--- config.mk ---
export PLATFORM = sky130hd
export DESIGN_NAME = uart_bus_master
export DESIGN_NICKNAME = d
export VERILOG_FILES = /design/src/rtl/uart_bus_master.sv
export SDC_FILE = /design/constraint.sdc
export NUM_CORES = 1
export LEC_CHECK = 0
export BUFFER_PORTS_ARGS = -buffer_cell sky130_fd_sc_hd__buf_2
export CAP_MARGIN = 0
export CORE_MARGIN = 4
export CORE_UTILIZATION = 25
export CTS_BUF_LIST = sky130_fd_sc_hd__clkbuf_16
export CTS_CLUSTER_SIZE = 8
export DETAILED_ROUTE_END_ITERATION = 7
export REMOVE_ABC_BUFFERS = 1
export SLEW_MARGIN = 20
export SYNTH_ARGS = -nofsm -noshare
export SYNTH_HDL_FRONTEND = slang
export SYNTH_SLANG_ARGS = --single-unit
--- constraint.sdc ---
create_clock -name clk -period 3.5 [get_ports clk]
set_clock_uncertainty 0.15 [all_clocks]
set_input_delay 0 -clock clk [delete_from_list [all_inputs] [get_ports clk]]
set_output_delay 0 -clock clk [all_outputs]
set_load 0.02 [all_outputs]
--- src/rtl/uart_bus_master.sv ---
// uart_bus_master: byte-command bridge from a UART receiver to the SoC
// valid/ready memory bus. Parses 'R'/'W' commands with little-endian
// address/data, issues one word access, and returns the result bytes.
module uart_bus_master #(
    parameter int unsigned BYTE_TIMEOUT = 1000000,
    parameter int unsigned BUS_TIMEOUT  = 1024
) (
    input  logic        clk,
    input  logic        resetn,
    input  logic        rx_valid,
    input  logic [7:0]  rx_data,
    output logic        tx_valid,
    output logic [7:0]  tx_data,
    input  logic        tx_ready,
    output logic        mem_valid,
    input  logic        mem_ready,
    output logic [31:0] mem_addr,
    output logic [31:0] mem_wdata,
    output logic [3:0]  mem_wstrb,
    input  logic [31:0] mem_rdata,
    output logic        busy
);

    localparam int unsigned ICW = $clog2(BYTE_TIMEOUT) + 1;
    localparam int unsigned BCW = $clog2(BUS_TIMEOUT) + 1;
    localparam logic [ICW-1:0] IDLE_LIMIT = ICW'(BYTE_TIMEOUT - 1);
    localparam logic [BCW-1:0] BUS_LIMIT  = BCW'(BUS_TIMEOUT - 1);

    localparam logic [7:0] CMD_READ  = 8'h52;
    localparam logic [7:0] CMD_WRITE = 8'h57;
    localparam logic [7:0] RSP_OK    = 8'h4B;
    localparam logic [7:0] RSP_UNK   = 8'h3F;
    localparam logic [7:0] RSP_TMO   = 8'h45;

    typedef enum logic [2:0] {
        S_IDLE,
        S_ADDR,
        S_DATA,
        S_BUS,
        S_RESP,
        S_ERR
    } state_t;

    state_t         state, state_nxt;
    logic           is_write, is_write_nxt;
    logic [1:0]     byte_cnt, byte_cnt_nxt;
    logic [31:0]    addr, addr_nxt;
    logic [31:0]    wdata, wdata_nxt;
    logic [31:0]    rdata_buf, rdata_nxt;
    logic [1:0]     resp_idx, resp_idx_nxt;
    logic [1:0]     resp_last, resp_last_nxt;
    logic [1:0]     resp_idx_inc;
    logic [ICW-1:0] idle_cnt, idle_cnt_nxt;
    logic [BCW-1:0] bus_cnt, bus_cnt_nxt;
    logic           mem_valid_nxt;
    logic           tx_valid_nxt;
    logic [7:0]     tx_data_nxt;
    logic           err_busy, err_busy_nxt;

    assign resp_idx_inc = resp_idx + 2'd1;

    // Word-aligned address: low two address bits are dropped on the bus.
    assign mem_addr  = addr & 32'hFFFF_FFFC;
    assign mem_wdata = wdata;
    assign mem_wstrb = (mem_valid && is_write) ? 4'hF : 4'h0;
    // An unknown-command error never claimed the bus, so it stays non-busy.
    assign busy      = (state != S_IDLE) && !((state == S_ERR) && !err_busy);

    // State and datapath registers, cleared by synchronous active-low reset.
    always_ff @(posedge clk) begin
        if (!resetn) begin
            state     <= S_IDLE;
            is_write  <= 1'b0;
            byte_cnt  <= '0;
            addr      <= '0;
            wdata     <= '0;
            rdata_buf <= '0;
            resp_idx  <= '0;
            resp_last <= '0;
            idle_cnt  <= '0;
            bus_cnt   <= '0;
            mem_valid <= 1'b0;
            tx_valid  <= 1'b0;
            tx_data   <= '0;
            err_busy  <= 1'b0;
        end else begin
            state     <= state_nxt;
            is_write  <= is_write_nxt;
            byte_cnt  <= byte_cnt_nxt;
            addr      <= addr_nxt;
            wdata     <= wdata_nxt;
            rdata_buf <= rdata_nxt;
            resp_idx  <= resp_idx_nxt;
            resp_last <= resp_last_nxt;
            idle_cnt  <= idle_cnt_nxt;
            bus_cnt   <= bus_cnt_nxt;
            mem_valid <= mem_valid_nxt;
            tx_valid  <= tx_valid_nxt;
            tx_data   <= tx_data_nxt;
            err_busy  <= err_busy_nxt;
        end
    end

    // Next-state logic: command parsing, bus handshake and response sequencing.
    always_comb begin
        state_nxt     = state;
        is_write_nxt  = is_write;
        byte_cnt_nxt  = byte_cnt;
        addr_nxt      = addr;
        wdata_nxt     = wdata;
        rdata_nxt     = rdata_buf;
        resp_idx_nxt  = resp_idx;
        resp_last_nxt = resp_last;
        idle_cnt_nxt  = idle_cnt;
        bus_cnt_nxt   = bus_cnt;
        mem_valid_nxt = mem_valid;
        tx_valid_nxt  = tx_valid;
        tx_data_nxt   = tx_data;
        err_busy_nxt  = err_busy;

        case (state)
            S_IDLE: begin
                if (rx_valid) begin
                    if (rx_data == CMD_READ || rx_data == CMD_WRITE) begin
                        state_nxt    = S_ADDR;
                        is_write_nxt = (rx_data == CMD_WRITE);
                        byte_cnt_nxt = '0;
                        idle_cnt_nxt = '0;
                    end else begin
                        state_nxt    = S_ERR;
                        tx_valid_nxt = 1'b1;
                        tx_data_nxt  = RSP_UNK;
                        err_busy_nxt = 1'b0;
                    end
                end
            end

            S_ADDR, S_DATA: begin
                // A byte arriving on the timeout cycle is consumed, not dropped.
                if (rx_valid) begin
                    idle_cnt_nxt = '0;
                    if (state == S_ADDR)
                        addr_nxt[{byte_cnt, 3'b000} +: 8] = rx_data;
                    else
                        wdata_nxt[{byte_cnt, 3'b000} +: 8] = rx_data;
                    if (byte_cnt == 2'd3) begin
                        byte_cnt_nxt = '0;
                        if (state == S_ADDR && is_write) begin
                            state_nxt = S_DATA;
                        end else begin
                            state_nxt     = S_BUS;
                            mem_valid_nxt = 1'b1;
                            bus_cnt_nxt   = '0;
                        end
                    end else begin
                        byte_cnt_nxt = byte_cnt + 2'd1;
                    end
                end else if (idle_cnt == IDLE_LIMIT) begin
                    state_nxt    = S_IDLE;
                    idle_cnt_nxt = '0;
                end else if (idle_cnt != '1) begin
                    idle_cnt_nxt = idle_cnt + 1'b1;
                end
            end

            S_BUS: begin
                if (mem_valid && mem_ready) begin
                    mem_valid_nxt = 1'b0;
                    state_nxt     = S_RESP;
                    tx_valid_nxt  = 1'b1;
                    resp_idx_nxt  = '0;
                    if (is_write) begin
                        tx_data_nxt   = RSP_OK;
                        resp_last_nxt = 2'd0;
                    end else begin
                        rdata_nxt     = mem_rdata;
                        tx_data_nxt   = mem_rdata[7:0];
                        resp_last_nxt = 2'd3;
                    end
                end else if (mem_valid) begin
                    if (bus_cnt == BUS_LIMIT) begin
                        mem_valid_nxt = 1'b0;
                        state_nxt     = S_ERR;
                        tx_valid_nxt  = 1'b1;
                        tx_data_nxt   = RSP_TMO;
                        err_busy_nxt  = 1'b1;
                    end else if (bus_cnt != '1) begin
                        bus_cnt_nxt = bus_cnt + 1'b1;
                    end
                end
            end

            S_RESP: begin
                if (tx_valid && tx_ready) begin
                    if (resp_idx == resp_last) begin
                        tx_valid_nxt = 1'b0;
                        state_nxt    = S_IDLE;
                    end else begin
                        resp_idx_nxt = resp_idx_inc;
                        tx_data_nxt  = rdata_buf[{resp_idx_inc, 3'b000} +: 8];
                    end
                end
            end

            S_ERR: begin
                if (tx_valid && tx_ready) begin
                    tx_valid_nxt = 1'b0;
                    state_nxt    = S_IDLE;
                    err_busy_nxt = 1'b0;
                end
            end

            default: begin
                state_nxt     = S_IDLE;
                mem_valid_nxt = 1'b0;
                tx_valid_nxt  = 1'b0;
            end
        endcase
    end

endmodule

==> reports/metrics.yaml, run 1 <==
synthesis:
  synth_warnings: 0
  synth_edf_count: 0
  synthFlopType: "dfxtp_1"
  synth_top_area_share: 0.4342
  yosysTopAreaCell: "dfxtp_1"
  synthesis.area_um2: 6731
  yosysSeqAreaShare: 0.4342
  syn_area_per_cell_um2: 8.159
  synth_cell_type_count: 65
  syn_inst: 825
  synthTopCellsByArea: "dfxtp_1 43%, nand2_1 8.7%, a21oi_1 8.3%"
  synth_async_sr_flop_share: 0
  ys_seq_elements: 146
worst_setup_path:
  crit_slowest_cell: "dfxtp_1"
  cp-end-kind: "register"
  cp_data_required_time_ns: 3.67
  r2r_start: "state[0]"
  crit_path_max_fanout: 34
  r2r_slack_ns: 0.36
  path_buf_inv: 1
  startpoint_type: "register"
  reg2reg_to: "rdata_buf[5]"
  arrival_ns: 3.31
  slowest_delay_ns: 0.68
  worstSetupPathType: "reg2reg"
  crit_chain: "and3b_1, nand3_1, or2_2, nand2_1, a21oi_1, dlygate4sd3_1"
  cp_top_family: "simple AND/OR/NAND/NOR gates"
  reg2reg_depth: 6
clock_tree:
  clock_sink_count: 146
  cts_max_level: 4
  numCtsBuffers: 17
  path_clk_slew_ns: 0.07
  clk_latency_ns: 0.43
  post_cts_buffers: 0
  ctsResizeCount: 0
  clk_path_buf_depth: 2
  ctsRootBufferMaster: "clkbuf_16"
  cts_tree: "built"
  hold_buffers: 55
layout:
  num_antenna_cells: 0
  multi_input_area_um2: 3477
  areaGrowthSynthToFinish_pct: 29.70
  fillers: 2757
  drive_gt1_frac: 0.2059
  final_nets: 1020
  final_common_cell: "nand2_1"
  regArea_um2: 2923
  final_util: 0.3322
  layout_common_cells: "156 x nand2_1, 146 x dfxtp_1, 121 x buf_2"
timing:
  slew_headroom: 0.4838
  drv_slew: 0
  whs_ns: 0.05001
  period_needed_ns: 3.145
  setup-violations-final: 0
  worst_pin_slew_ns: 0.7709
  period_share: 0.8985
  rsz0062_at_grt: "false"
  max_freq_mhz: 318.0
  hold_viol: 0
  tns_ns: 0
die:
  start_util: 0.2561
  io_pins: 124
  core_um2: 26280
  fp.dieH_um: 172.1
  rows: 59
  fp.dieW_um: 172.1
  die-area_um2: 29620
drt:
  drtAntennaViolNets: 0
  vias: 6634
  drt_wl_total_um: 20540
  drt_iter0_markers: 537
  detail_route.wl_per_cell_um: 15.60
  drt_first_pass_iters: 5
  viasPerCell: 5.041
  drc: 0
pwr:
  irDropWorstVdd_mv: 0.3839
  p_clk_frac: 0.382
  power_frac_comb: 0.235
  power_per_cell_area_nw_per_um2: 556.4
  power_switching_share: 0.3380
  internal-power_mw: 3.216
  p_total_mw: 4.858
  power.leakage_nw: 3.268
  switchingPower_mw: 1.642
  seqPwrFrac: 0.383
placement:
  place_congestion: 0.8604
  portBuffers: 121
  dp_hpwl_um: 13720
grt:
  grt_pass1_wl_um: 32120
  grt_pass1_vias: 6027
  antenna_found_initial: 0
  grt-ovfl-total: 0
  track_usage: 0.1348
  grt_max_degree: 49
outcome:
  run_status: "complete, no violations"
run:
  cap_violations: 0
min_path:
  hold-path-cell-count: 4
  min_to: "resp_last[0]"
  min_from: "mem_ready"
  min_path_type: "in2reg"
==> power groups by stage <==
stage                     registers, mW  logic [mW]  clock network [mW]
after floorplan                    1.94       0.634                   0
after global placement             1.90        1.09                   0
after detailed placement           1.89        1.09                   0
after CTS                          1.86        1.14                1.90
after global routing               1.88        1.24                1.97
final                              1.86        1.14                1.85
==> through the flow <==
stage / setup slack, ns / instances / instance area, um^2
global route: 0.1982 / 1316 / 8731
detailed placement: 0.8161 / 1229 / 7584
CTS: 0.3931 / 1316 / 8731
floorplan: 0.1788 / 756 / 6422
finish: 0.3554 / 1316 / 8731
global placement: 0.8634 / 1229 / 7584
==> flip-flops by register name, indices dropped and copies added (netlist names), 2 cells and up <==
| signal | cells |
|---|---|
| rdata_buf | 32 |
| idle_cnt | 21 |
| mem_wdata | 32 |
| tx_data | 8 |
| byte_cnt | 2 |
| state | 3 |
| resp_idx | 2 |
| addr | 30 |
| bus_cnt | 11 |
==> how the worst max path moves through the flow <==
| stage | startpoint | end | slack, ns | depth (start not counted) |
|---|---|---|---|---|
| 3_5_place_dp | state[1] | tx_data[0] | 0.82 | 5 |
| 5_1_grt | state[1] | rdata_buf[12] | 0.20 | 6 |
| 6_report | state[0] | rdata_buf[5] | 0.36 | 6 |
| 4_1_cts | state[1] | rdata_buf[26] | 0.39 | 6 |
| 2_1_floorplan | state[1] | addr[10] | 0.18 | 5 |
| 3_3_place_gp | state[1] | tx_data[0] | 0.86 | 5 |
==> tightest hold or removal path, stage by stage <==
cell,delay (ns)
buf_2,0.12
nand3_1,0.26
nand2_1,0.15
a21oi_1,0.05
==> cell type report <==
type                       instances  share of cell area
clock buffer                      17             0.04872
tap                              335             0.04801
multi-input combinational        602              0.3983
sequential                       146              0.3348
clock inverter                    15             0.01963
timing repair buffer             193              0.1470
inverter                           8            0.003583
==> layer usage <==
metal  vias up  track usage  share of wire
li1       3267            -              -
met1      3126       0.1858           0.46
met2       217       0.2127           0.47
met3        24      0.03155          0.063
met4         0      0.03657          0.015
met5         -            0              0
==> kinds of logic (layout without fill, tap and decap cells) <==
family,Yosys count,count (layout),synth area share
simple gates,370,370,0.2764
compound gates,212,212,0.1929
flops,146,146,0.4342
buf+inv,78,233,0.05093
mux,9,9,0.02825
fa+ha+maj,7,7,0.01301
xor+xnor,2,2,0.003718
other cells,1,2,0.0005571
==> Yosys cell counts, types with 5 or more instances <==
cell and instances:
nand2_1 156, and3_1 9, a211oi_1 6, or3_1 6, dfxtp_1 146, nand2b_1 5
a21oi_1 111, a22oi_1 14, mux4_2 8, o211ai_1 10, and2_1 7, nor3b_1 6
nand3_1 27, nand4_1 58, inv_1 7, a31oi_1 13, ha_1 7, nor2_1 52
o21ai_0 23, buf_4 7, buf_2 13, nor4_1 5, nor3_1 15, clkbuf_1 48
No activity file was read; power rests on OpenSTA's default activity.
==> inputs of run 2 (changes only) <==
Settings changed: GPL_TIMING_DRIVEN set to 0.
Clock period 3.5 ns to 3.21 ns, I/O delays scaled along.
==> reports/metrics.yaml, run 2 (synthesized netlist as in run 1, its figures left out) <==
placement:
  portBuffers: 121  # unchanged
  place_congestion: 0.8104  # was 0.8604
  placed_cell_area_um2: 7559  # was 7584 um^2
  dp_hpwl_um: 13390  # was 13720 um
die:
  start_util: 0.2561  # unchanged
  fp.dieH_um: 172.1  # unchanged
  io_pins: 124  # unchanged
  die-area_um2: 29620  # unchanged
  rows: 59  # unchanged
  fp.dieW_um: 172.1  # unchanged
  core_um2: 26280  # unchanged
pwr:
  power_per_cell_area_nw_per_um2: 600.6  # was 556.4 nW/um^2
  seqPwrFrac: 0.396  # was 0.383
  power_frac_comb: 0.238  # was 0.235
  irDropWorstVdd_mv: 0.2777  # was 0.3839 mV
  p_total_mw: 5.128  # was 4.858 mW
  switchingPower_mw: 1.804  # was 1.642 mW
  power.leakage_nw: 3.129  # was 3.268 nW
  internal-power_mw: 3.324  # was 3.216 mW
  power_switching_share: 0.3518  # was 0.3380
  p_clk_frac: 0.366  # was 0.382
worst_setup_path:
  arrival_ns: 3.16  # was 3.31 ns
  crit_slowest_cell: "dfxtp_1"  # unchanged
  worstSetupPathType: "reg2reg"  # unchanged
  slowest_delay_ns: 0.72  # was 0.68 ns
  startpoint_type: "register"  # unchanged
  crit_path_max_fanout: 32  # was 34
  cp_data_required_time_ns: 3.43  # was 3.67 ns
  path_buf_inv: 0  # was 1
  cp_top_family: "simple AND/OR/NAND/NOR gates"  # unchanged
  crit_chain: "and3b_1, nand3_1, nor2_4, nand2_1, nand4_1, o211a_1"  # was and3b_1, nand3_1, or2_2, nand2_1, a21oi_1, dlygate4sd3_1
  cp-end-kind: "register"  # unchanged
timing:
  setup-violations-final: 0  # unchanged
  max_freq_mhz: 340.1  # was 318.0 MHz
  drv_slew: 0  # unchanged
  slew_headroom: 0.4193  # was 0.4838
  whs_ns: 0.03517  # was 0.05001 ns
  period_share: 0.9159  # was 0.8985
  hold_viol: 0  # unchanged
  tns_ns: 0  # unchanged
  rsz0062_at_grt: "false"  # unchanged
  worst_pin_slew_ns: 0.8645  # was 0.7709 ns
  period_needed_ns: 2.940  # was 3.145 ns
layout:
  drive_gt1_frac: 0.2059  # about the same
  areaGrowthSynthToFinish_pct: 26.82  # was 29.70%
  num_antenna_cells: 0  # unchanged
  finalInstanceArea_um2: 8537  # was 8731 um^2
  final_util: 0.3248  # was 0.3322
  final_nets: 996  # was 1020
  final_common_cell: "nand2_1"  # unchanged
  layout_common_cells: "156 x nand2_1, 146 x dfxtp_1, 121 x buf_2"  # unchanged
clock_tree:
  numCtsBuffers: 17  # unchanged
  post_cts_buffers: 0  # unchanged
  clock_sink_count: 146  # unchanged
  cts_tree: "built"  # unchanged
  path_clk_slew_ns: 0.07  # about the same
  clk_path_buf_depth: 2  # unchanged
  cts_max_level: 4  # unchanged
  ctsRootBufferMaster: "clkbuf_16"  # unchanged
  clk_latency_ns: 0.42  # was 0.43 ns
drt:
  viasPerCell: 5.008  # was 5.041
  drc: 0  # unchanged
  drt_first_pass_iters: 7  # was 5
  drtAntennaViolNets: 0  # unchanged
  drt_wl_total_um: 20190  # was 20540 um
  drt_iter0_markers: 542  # was 537
  vias: 6470  # was 6634
  detail_route.wl_per_cell_um: 15.63  # was 15.60 um
run:
  cap_violations: 0  # unchanged
min_path:
  min_path_type: "in2reg"  # unchanged
grt:
  grt_pass1_wl_um: 32020  # was 32120 um
  grt-ovfl-total: 0  # unchanged
  grt_pass1_vias: 6010  # was 6027
  grt_max_degree: 76  # was 49
  antenna_found_initial: 0  # unchanged
  track_usage: 0.1334  # was 0.1348
outcome:
  run_status: "complete, no violations"  # unchanged
-- run 2: cell types whose count changed in the layout (fill, tap and decap cells not counted), moves of 2 or more --
| cell | change |
|---|---|
| nor3b_1 | -2 |
| dlygate4sd3_1 | -13 |
| nor3b_2 | +2 |
| clkinv_2 | +2 |
| inv_6 | +3 |
| buf_4 | -14 |
| buf_6 | +2 |
| bufinv_16 | -2 |
| clkinvlp_4 | -3 |
-- run 2: path summary, 6_finish.rpt --
kind / endpoint / start / slack, ns / cells past startpoint
hold / removal: resp_idx[1] / resetn / 0.04 / 3
setup / recovery: tx_data[4] / state[1] / 0.27 / 6
hold reg to reg: mem_wdata[31] / mem_wdata[31] / 0.30 / 2
setup reg to reg: tx_data[4] / state[1] / 0.27 / 6
-- run 2: layout make-up --
class                      count  area [um^2]
fill                        2769        17740
multi-input combinational    602         3517
sequential                   146         2923
timing repair buffer         169         1099
clock buffer                  17        425.4
tap                          335        419.2
clock inverter                15        118.9
inverter                       8        35.03
-- run 2: power groups by stage --
stage / Clock (mW) / Sequential [mW] / Combinational (mW)
final: 1.88 / 2.03 / 1.22
after global routing: 1.99 / 2.05 / 1.35
after CTS: 1.92 / 2.03 / 1.21
after detailed placement: 0 / 2.07 / 1.17
after global placement: 0 / 2.07 / 1.13
after floorplan: 0 / 2.11 / 0.691
-- run 2: stage by stage --
stage	instances	setup WS, ns
final	1292	0.2699
after floorplan	756	-0.1112
after global routing	1292	0.01031
after detailed placement	1218	0.1345
after CTS	1292	0.06666
after global placement	1212	-1.647
-- run 2: worst register-to-register path: cells and delay by family (launching register included) --
kind | cells | cell delay [ns]
AND/OR/NAND/NOR | 5 | 1.87
flip-flops | 1 | 0.72
AO/OA/AOI/OAI | 1 | 0.14
-- run 2: repair_timing --
item / in CTS / in global routing
gates resized for setup: 0 / 2
setup endpoints to repair: 0 / 18
hold endpoints to repair: 107 / 0
hold buffers: 42 / 0
-- run 2: routing by layer --
layer,vias up,GRT usage,share of wire
li1,3227,-,-
met1,3039,0.1858,0.47
met2,181,0.2056,0.45
met3,23,0.03224,0.061
met4,0,0.03964,0.012
met5,-,0,0
